==> src/rtl/adxl345_sequencer.sv <==
// ============================================================================
//  Module   : adxl345_sequencer
//  Purpose  : Drives a byte-level I2C engine to configure the ADXL345
//             accelerometer (DATA_FORMAT, BW_RATE, POWER_CTL), then reads the
//             six axis data registers once per sample period. Every WRITE is
//             ACK-checked; a NACK aborts with STOP and the transaction is
//             retried up to MAX_RETRY times before the block locks in FAULT.
//  Ports    : CLOCK_50        system clock (rising edge)
//             reset           synchronous, active-low
//             cmd_valid/ready op handshake to the I2C engine
//             cmd_op/cmd_data 0 START, 1 WRITE, 2 READ_ACK, 3 READ_NACK, 4 STOP
//             rsp_valid/data/nack  completion pulse, read byte, write NACK
//             accel_x/y/z     last sample (two's complement)
//             sample_valid    one-cycle pulse when accel_* update
//             busy, overrun, fault, state_dbg  status for HEX display
//  Revision : 1.0  initial release
// ============================================================================
`default_nettype none

module adxl345_sequencer #(
  parameter int         CLK_HZ    = 50000000,
  parameter int         SAMPLE_HZ = 100,
  parameter logic [6:0] DEV_ADDR  = 7'h53,
  parameter int         MAX_RETRY = 3
) (
  input  logic        CLOCK_50,
  input  logic        reset,
  output logic        cmd_valid,
  input  logic        cmd_ready,
  output logic [2:0]  cmd_op,
  output logic [7:0]  cmd_data,
  input  logic        rsp_valid,
  input  logic [7:0]  rsp_data,
  input  logic        rsp_nack,
  output logic [15:0] accel_x,
  output logic [15:0] accel_y,
  output logic [15:0] accel_z,
  output logic        sample_valid,
  output logic        busy,
  output logic        overrun,
  output logic        fault,
  output logic [3:0]  state_dbg
);

  localparam logic [2:0]  c_OP_START     = 3'd0;
  localparam logic [2:0]  c_OP_WRITE     = 3'd1;
  localparam logic [2:0]  c_OP_READ_ACK  = 3'd2;
  localparam logic [2:0]  c_OP_READ_NACK = 3'd3;
  localparam logic [2:0]  c_OP_STOP      = 3'd4;

  localparam logic [2:0]  c_ST_CFG   = 3'd0;
  localparam logic [2:0]  c_ST_IDLE  = 3'd1;
  localparam logic [2:0]  c_ST_RD    = 3'd2;
  localparam logic [2:0]  c_ST_ABORT = 3'd3;
  localparam logic [2:0]  c_ST_FAULT = 3'd4;

  localparam logic [31:0] c_SAMPLE_PERIOD = 32'(CLK_HZ / SAMPLE_HZ);
  localparam logic [7:0]  c_WR_ADDR       = {DEV_ADDR, 1'b0};
  localparam logic [7:0]  c_RD_ADDR       = {DEV_ADDR, 1'b1};
  localparam logic [7:0]  c_MAX_RETRY     = 8'(MAX_RETRY);
  localparam logic [7:0]  c_REG_DATAX0    = 8'h32;

  logic [2:0]  r_state;
  logic [2:0]  r_resume;      // transaction to restart after an ABORT STOP
  logic [3:0]  r_step;        // op index inside the current transaction
  logic [1:0]  r_cfg_idx;
  logic [7:0]  r_retry;
  logic [31:0] r_timer;
  logic        r_pending;
  logic        r_outstanding;
  logic [47:0] r_rx;          // bytes shift in from the top: {Z1,Z0,Y1,Y0,X1,X0}

  logic        w_tick;
  logic        w_pend_clr;
  logic [2:0]  w_op;
  logic [7:0]  w_data;
  logic [7:0]  w_cfg_reg;
  logic [7:0]  w_cfg_val;

  assign w_tick     = (r_timer == c_SAMPLE_PERIOD - 32'd1);
  assign w_pend_clr = (r_state == c_ST_IDLE) && r_pending;

  always_comb begin
    case (r_cfg_idx)
      2'd0:    begin w_cfg_reg = 8'h31; w_cfg_val = 8'h0B; end
      2'd1:    begin w_cfg_reg = 8'h2C; w_cfg_val = 8'h0B; end
      default: begin w_cfg_reg = 8'h2D; w_cfg_val = 8'h08; end
    endcase
  end

  // Next op to offer, derived from the transaction position.
  always_comb begin
    w_op   = c_OP_STOP;
    w_data = 8'h00;
    case (r_state)
      c_ST_CFG: begin
        case (r_step)
          4'd0:    w_op = c_OP_START;
          4'd1:    begin w_op = c_OP_WRITE; w_data = c_WR_ADDR; end
          4'd2:    begin w_op = c_OP_WRITE; w_data = w_cfg_reg; end
          4'd3:    begin w_op = c_OP_WRITE; w_data = w_cfg_val; end
          default: w_op = c_OP_STOP;
        endcase
      end
      c_ST_RD: begin
        case (r_step)
          4'd0, 4'd3:                   w_op = c_OP_START;
          4'd1:    begin w_op = c_OP_WRITE; w_data = c_WR_ADDR;    end
          4'd2:    begin w_op = c_OP_WRITE; w_data = c_REG_DATAX0; end
          4'd4:    begin w_op = c_OP_WRITE; w_data = c_RD_ADDR;    end
          4'd5, 4'd6, 4'd7, 4'd8, 4'd9: w_op = c_OP_READ_ACK;
          4'd10:                        w_op = c_OP_READ_NACK;
          default:                      w_op = c_OP_STOP;
        endcase
      end
      default: w_op = c_OP_STOP;
    endcase
  end

  always_comb begin
    case (r_state)
      c_ST_CFG:   state_dbg = 4'd1;
      c_ST_IDLE:  state_dbg = 4'd2;
      c_ST_RD:    state_dbg = 4'd3;
      c_ST_ABORT: state_dbg = 4'd4;
      default:    state_dbg = 4'd15;
    endcase
  end

  always_ff @(posedge CLOCK_50) begin
    if (!reset) begin
      cmd_valid     <= 1'b0;
      cmd_op        <= 3'd0;
      cmd_data      <= 8'h00;
      accel_x       <= 16'h0000;
      accel_y       <= 16'h0000;
      accel_z       <= 16'h0000;
      sample_valid  <= 1'b0;
      busy          <= 1'b0;
      overrun       <= 1'b0;
      fault         <= 1'b0;
      r_state       <= c_ST_CFG;
      r_resume      <= c_ST_CFG;
      r_step        <= 4'd0;
      r_cfg_idx     <= 2'd0;
      r_retry       <= 8'd0;
      r_timer       <= 32'd0;
      r_pending     <= 1'b0;
      r_outstanding <= 1'b0;
      r_rx          <= 48'd0;
    end else begin
      sample_valid <= 1'b0;
      r_timer      <= w_tick ? 32'd0 : r_timer + 32'd1;
      // A tick landing on the clear cycle still leaves a request pending.
      r_pending    <= w_tick | (r_pending & ~w_pend_clr);
      if (w_tick && r_pending)
        overrun <= 1'b1;

      case (r_state)
        c_ST_IDLE: begin
          if (r_pending) begin
            r_state <= c_ST_RD;
            r_step  <= 4'd0;
          end
        end
        c_ST_FAULT: ;
        default: begin
          if (cmd_valid) begin
            if (cmd_ready) begin
              cmd_valid     <= 1'b0;
              r_outstanding <= 1'b1;
              busy          <= 1'b1;
            end
          end else if (r_outstanding) begin
            if (rsp_valid) begin
              r_outstanding <= 1'b0;
              if (cmd_op == c_OP_WRITE && rsp_nack) begin
                r_resume <= r_state;
                r_state  <= c_ST_ABORT;
              end else if (cmd_op == c_OP_STOP) begin
                case (r_state)
                  c_ST_ABORT: begin
                    if (r_retry < c_MAX_RETRY) begin
                      r_retry <= r_retry + 8'd1;
                      r_state <= r_resume;
                      r_step  <= 4'd0;
                    end else begin
                      fault   <= 1'b1;
                      busy    <= 1'b0;
                      r_state <= c_ST_FAULT;
                    end
                  end
                  c_ST_RD: begin
                    accel_x      <= r_rx[15:0];
                    accel_y      <= r_rx[31:16];
                    accel_z      <= r_rx[47:32];
                    sample_valid <= 1'b1;
                    r_retry      <= 8'd0;
                    busy         <= 1'b0;
                    r_state      <= c_ST_IDLE;
                  end
                  default: begin
                    r_retry <= 8'd0;
                    r_step  <= 4'd0;
                    if (r_cfg_idx == 2'd2) begin
                      busy    <= 1'b0;
                      r_state <= c_ST_IDLE;
                    end else begin
                      r_cfg_idx <= r_cfg_idx + 2'd1;
                    end
                  end
                endcase
              end else begin
                if (cmd_op == c_OP_READ_ACK || cmd_op == c_OP_READ_NACK)
                  r_rx <= {rsp_data, r_rx[47:8]};
                r_step <= r_step + 4'd1;
              end
            end
          end else begin
            cmd_valid <= 1'b1;
            cmd_op    <= w_op;
            cmd_data  <= w_data;
          end
        end
      endcase
    end
  end

endmodule

`default_nettype wire

==> config.mk <==
export PLATFORM = sky130hd
export DESIGN_NAME = adxl345_sequencer
export DESIGN_NICKNAME = d
export VERILOG_FILES = /design/src/rtl/adxl345_sequencer.sv
export SDC_FILE = /design/constraint.sdc
export NUM_CORES = 1
export LEC_CHECK = 0
export BUFFER_PORTS_ARGS = -buffer_cell sky130_fd_sc_hd__buf_2
export CAP_MARGIN = 15
export CORE_MARGIN = 2
export CORE_UTILIZATION = 58
export CTS_CLUSTER_DIAMETER = 80
export DETAILED_ROUTE_END_ITERATION = 7
export HOLD_SLACK_MARGIN = 0.1
export PLACE_DENSITY_LB_ADDON = 0.08
export RECOVER_POWER = 50
export SLEW_MARGIN = 20
export SYNTH_ARGS = -nofsm -noshare
export SYNTH_HDL_FRONTEND = slang
export SYNTH_SLANG_ARGS = --single-unit
export TNS_END_PERCENT = 50
==> constraint.sdc <==
create_clock -name CLOCK_50 -period 2.5 [get_ports CLOCK_50]
set_input_delay 0.25 -clock CLOCK_50 [delete_from_list [all_inputs] [get_ports CLOCK_50]]
set_output_delay 0.25 -clock CLOCK_50 [all_outputs]
set_load 0.05 [all_outputs]
# Yosys cells after proc, flatten, opt, wreduce, memory -nomap -nowiden
# Cells that the tools add are included.
# totals
in_bits	13
latch_bits	0
rom_bits	0
n_memories	0
reg_bits	166
mem_bits_rw	0
# classes
n_shift	0
add_sub_neg	4
multipliers	0
n_bitwise	14
magnitude_cmp	1
n_eq_ne	30
n_mux	46
n_div	0
reduce_logical	35
# op_table
op	count
8-bit one-hot mux with 3 select lines	2
32-bit by 1-bit adder with 32-bit output (second input constant)	1
32-bit by 19-bit equality test with 1-bit output (second input constant)	1
8-bit AND reduction	4
4-bit 2-to-1 mux	7
7-bit AND reduction	4
3-bit 2-to-1 mux	8
3-bit one-hot mux with 2 select lines	4
4-bit by 3-bit equality test with 1-bit output (second input constant)	4
8-bit 2-to-1 mux	2
4-bit one-hot mux with 2 select lines	2
4-bit one-hot mux with 4 select lines	1
8-bit one-hot mux with 2 select lines	1
1-bit 2-to-1 mux	15
3-bit by 2-bit equality test with 1-bit output (second input constant)	4
4-bit equality test (second input constant)	3
1-bit NOT	12
3-bit one-hot mux with 4 select lines	1
5-bit one-hot mux with 2 select lines	1
2-bit nonzero test	5
2-bit OR reduction	5
8-bit by 1-bit adder with 8-bit output (second input constant)	1
4-bit by 2-bit equality test with 1-bit output (second input constant)	2
8-bit by 2-bit < comparator with 1-bit output (second input constant)	1
29 further kinds	39

# Logic depth before layout (Yosys ltp)
# depth
word_depth	9
depth_mapped	7
mapped_depth_nobuf	7

# Least setup slack after synthesis
# OpenSTA, ideal clock, no wires.
# synth_path
path_type	register to output
from	reg r_state[0]
to	out state_dbg[2]
required_time_ps	2250
path_buffers	1
path_stages_with_launch	5
setup_slack_ps	86
arrival_ps	2164
cell_sequence	dfxtp_1 -> buf_2 -> nor2b_1 -> inv_1 -> o21ai_0
# synth_between
elab_chain_cells	2
elab_cells_between_ends	5
# synth_lines
element	line	text
from (decl)	63	logic [2:0] r_state;
from (signal assigned)	142	r_state <= c_ST_CFG;
from (signal assigned)	162	r_state <= c_ST_RD;
from (signal assigned)	179	r_state <= c_ST_ABORT;
3-bit by 2-bit equality test with 1-bit output, or another cell as far along	121	case (r_state)
4-bit one-hot mux with 4 select lines *	121	
to (decl)	42	output logic [3:0] state_dbg
# Mark *: on every way between the ends. The rest lies on a longest branch, timed or not.

# Worst setup path after layout
# layout_path
from	reg r_state[1]
to	reg accel_x[1]
# layout_between
elab_chain_cells	4
elab_cells_between_ends	6
# layout_lines
element	line	text
3-bit by 1-bit equality test with 1-bit output or 3-bit equality test (tied branches)	159	case (r_state)
2-bit OR reduction (no line)	n/a	
1-bit NOT (no line)	n/a	
7-bit AND reduction (no line) *	n/a	
to (signal assigned)	194	accel_x <= r_rx[15:0];
to (decl)	35	output logic [15:0] accel_x,
# Marks and branches as above.
# A chain may end at the register's enable or synchronous reset.

==> impl_metrics.csv <==
group,metric,value,unit
power,power_density,731,nW/um^2
global_route,grt_use_total,24.8,%
route,drc_errors,0,
global_route,grt_max_degree,114,
cts,post-cts-setup-buffers,0,
power,power_frac_seq,45.6,%
cells_and_area,fin_nets,915,
floorplanning,ios,81,
floorplanning,start_util,59.9,%
setup_path,r2r_cells,6,
synth,synth_area_leaders,"dfxtp_1 48%, nand2_1 10%, a21oi_1 5.1%, nand3_1 4.4%, nor2_1 2.6%",
route,wl_per_cell,14.6,um
floorplanning,die_w,113,um
global_route,antenna_found_initial,0,
cts,cts_resized,0,
global_route,grt_pass1_vias,5432,
synth,ys_async_sr_fraction,0,%
timing,finalMaxSlewViolations,0,
power,switching_share,19.8,%
synth,ys_seq_area_share,48.1,%
synth,yosys_register_bits,165,
run,drv_cap,0,
timing,fin_skew,0.00670,ns
synth,synth_top_cell_by_area,"dfxtp_1",
synth,synth_cell_type_count,64,
power,power_switching,1150,uW
synth,syn_avg_cell_area,8.28,sq um
synth,syn_inst,829,
cells_and_area,drive_gt1_share,7.85,%
route,vias,5927,
synth,ys.flop_type,"dfxtp_1",
route,wl,15300,um
setup_path,critPathMaxFanout,97,
min_path,whs_path_depth,4,
setup_path,critPathArrivalTime,2.56,ns
status,status,"finished, final reports clean",
synth,synth_edf_count,0,
power,p_int,4680,uW
timing,hold_viol,0,
timing,fin_crit_sh,90.9,%
synth,yosysWarnings,0,
timing,rsz0062_at_grt,"false",
timing,fin_crit,2.27,ns
setup_path,critical_path_class,"reg -> reg",
route,ant_nets,0,
cts,worstSkewPairLatency,0.42,ns
cts,htree_levels,4,
route,initialDrtViolationCount,527,
setup_path,endpoint_kind,"flop",
timing,tns,0,ns
floorplanning,die_y,113,um
placement,hpwl,9580,um
cts,holdBufCountCts,8,
route,vias_per_cell,5.66,
floorplanning,fp.dieArea,12700,sq um
synth,syn_area,6870,sq um
floorplanning,core,11500,sq um
power,p_leak,0.00272,uW
route,first_pass_iters,5,
min_path,hp-class,"in -> reg",
timing,worstMarginPinSlew,0.758,ns
cts,cts_buffer_depth,2,
cts,cts_num_sinks,165,
placement,io_buffers,79,
global_route,grt_pass1_wl,26000,um
synth,yosysTopAreaCellShare,48.1,%
synth,syn_nets,852,
setup_path,crit_path_start_kind,"flop",
power,power_frac_clock,51.2,%
cts,clock-root-buffer,"clkbuf_16",
cells_and_area,postLayoutCellArea,7970,sq um
power,vdd.ir_drop.worst,0.874,mV
cells_and_area,area_growth,16.1,%
timing,setup_viol,0,
cells_and_area,diodes,0,
timing,relSlewSlack,49.5,%
power,comb_power_share,3.2,%
cts,cts_tree,"built",
setup_path,worstPathRequired,2.79,ns
timing,fmax,440,MHz
cts,clk_pin_slew,0.06,ns
floorplanning,std_cell_rows,39,
global_route,grt.overflow.total,0,
cts,numCtsBuffers,17,
placement,dpl_cell_area,7290,sq um
placement,finalWeightedCongestion,0.884,
## critical path, cell delays in order (launching register included)
cell and delay (ns):
dfxtp_1 0.60, clkinv_1 0.42, a211oi_4 0.55, nand2_4 0.09
buf_12 0.24, nand3_1 0.13, o21ai_0 0.08
## per-stage QoR
stage	hold WS [ns]	util (%)	cells	worst slack, ns	total power (uW)
after floorplan	0.386	-	829	0.0860	2840
after global placement	0.439	63.6	1008	0.427	2890
after detailed placement	0.444	63.6	1008	0.356	2890
after CTS	0.128	70.3	1048	0.254	5870
after global routing	0.185	69.5	1048	0.0790	6000
final	0.143	69.5	1048	0.228	5830
## power by group through the flow
stage	Combinational, uW	Clock, uW	Sequential (uW)
after floorplan	109	0	2730
after global placement	175	0	2710
after detailed placement	178	0	2720
after CTS	189	3030	2660
after global routing	200	3140	2660
final	186	2990	2660
## cells by family (layout without fill, tap and decap cells)
family | count (synthesis) | in the layout | synth area share, %
AND/OR/NAND/NOR | 392 | 392 | 27.2
buffers and inverters | 66 | 142 | 4.67
AO/OA/AOI/OAI | 161 | 161 | 13.6
adder cells (fa/ha/maj) | 10 | 10 | 1.82
multiplexers | 4 | 4 | 0.583
other | 1 | 1 | 0.0546
XOR/XNOR | 30 | 30 | 3.94
flip-flops | 165 | 165 | 48.1
## registers in the layout, summed over array words and instances, names as in the netlist
| signal | flops |
|---|---|
| accel_x | 16 |
| accel_y | 16 |
| accel_z | 16 |
| busy | 1 |
| cmd_data | 7 |
| cmd_op | 3 |
| cmd_valid | 1 |
| fault | 1 |
| overrun | 1 |
| r_cfg_idx | 2 |
| r_outstanding | 1 |
| r_pending | 1 |
| r_resume | 3 |
| r_retry | 8 |
| r_rx | 48 |
| r_state | 3 |
| r_step | 4 |
| r_timer | 32 |
| sample_valid | 1 |
## placed cells by master, fill, tap and decap left out, drive strengths merged, types with 3 or more instances in the layout
| cell type | instances |
|---|---|
| a21oi | 71 |
| and2 | 7 |
| and3 | 8 |
| buf | 20 |
| bufinv | 6 |
| clkbuf | 91 |
| dfxtp | 165 |
| dlygate4sd3 | 8 |
| ha | 10 |
| inv | 14 |
| mux2i | 4 |
| nand2 | 192 |
| nand3 | 71 |
| nand3b | 4 |
| nand4 | 12 |
| nor2 | 49 |
| nor3 | 13 |
| nor3b | 4 |
| nor4 | 10 |
| nor4b | 3 |
| o21a | 5 |
| o21ai | 55 |
| o22ai | 4 |
| o31ai | 3 |
| or3 | 5 |
| or3b | 3 |
| xnor2 | 11 |
| xor2 | 19 |
## final timing paths
check | startpoint | to | slack, ns
worst max-delay path | r_state[1]$_SDFFE_PN0P_ | accel_x[1]$_SDFFE_PN0P_ | 0.23
worst max register to register | r_state[1]$_SDFFE_PN0P_ | accel_x[1]$_SDFFE_PN0P_ | 0.23
worst min-delay path | cmd_ready | cmd_valid$_SDFFE_PN0N_ | 0.14
worst min register to register | r_rx[4]$_SDFFE_PN0P_ | accel_x[4]$_SDFFE_PN0P_ | 0.45
## cell usage after synthesis (3+ instances only)
| cell | count |
|---|---|
| nor3b_1 | 4 |
| nand3_1 | 61 |
| nor2_1 | 47 |
| buf_4 | 6 |
| xor2_1 | 18 |
| inv_1 | 13 |
| o31ai_1 | 3 |
| buf_1 | 4 |
| a21oi_1 | 70 |
| buf_2 | 10 |
| nand3_2 | 10 |
| and3_1 | 8 |
| or3b_1 | 3 |
| nor4_1 | 10 |
| nand2_1 | 191 |
| o21ai_0 | 23 |
| xnor2_1 | 11 |
| o22ai_1 | 4 |
| nor3_1 | 13 |
| and2_1 | 7 |
| nor4b_1 | 3 |
| dfxtp_1 | 165 |
| buf_6 | 5 |
| o21ai_1 | 32 |
| mux2i_1 | 4 |
| o21a_1 | 5 |
| nand4_1 | 10 |
| clkbuf_1 | 26 |
| or3_1 | 5 |
| ha_1 | 10 |
| nand3b_1 | 4 |
## metal layers
| metal | track usage (%) | vias up | routed length (um) |
|---|---|---|---|
| met5 | 0 | - | 0 |
| met2 | 39.1 | 156 | 7220 |
| met1 | 33.1 | 2782 | 7090 |
| li1 | - | 2962 | - |
| met3 | 6.80 | 27 | 761 |
| met4 | 8.37 | 0 | 221 |
## area by class of cell
type                    count  area [sq um]
fillers                   947          3490
flip-flops and latches    165          3300
clock inverters             8           193
well taps                 143           179
multi-input cells         598          3250
inverters                  15          56.3
clock buffers              24           492
repair buffers             95           502
Note: power is estimated with default switching activity, not from simulation.
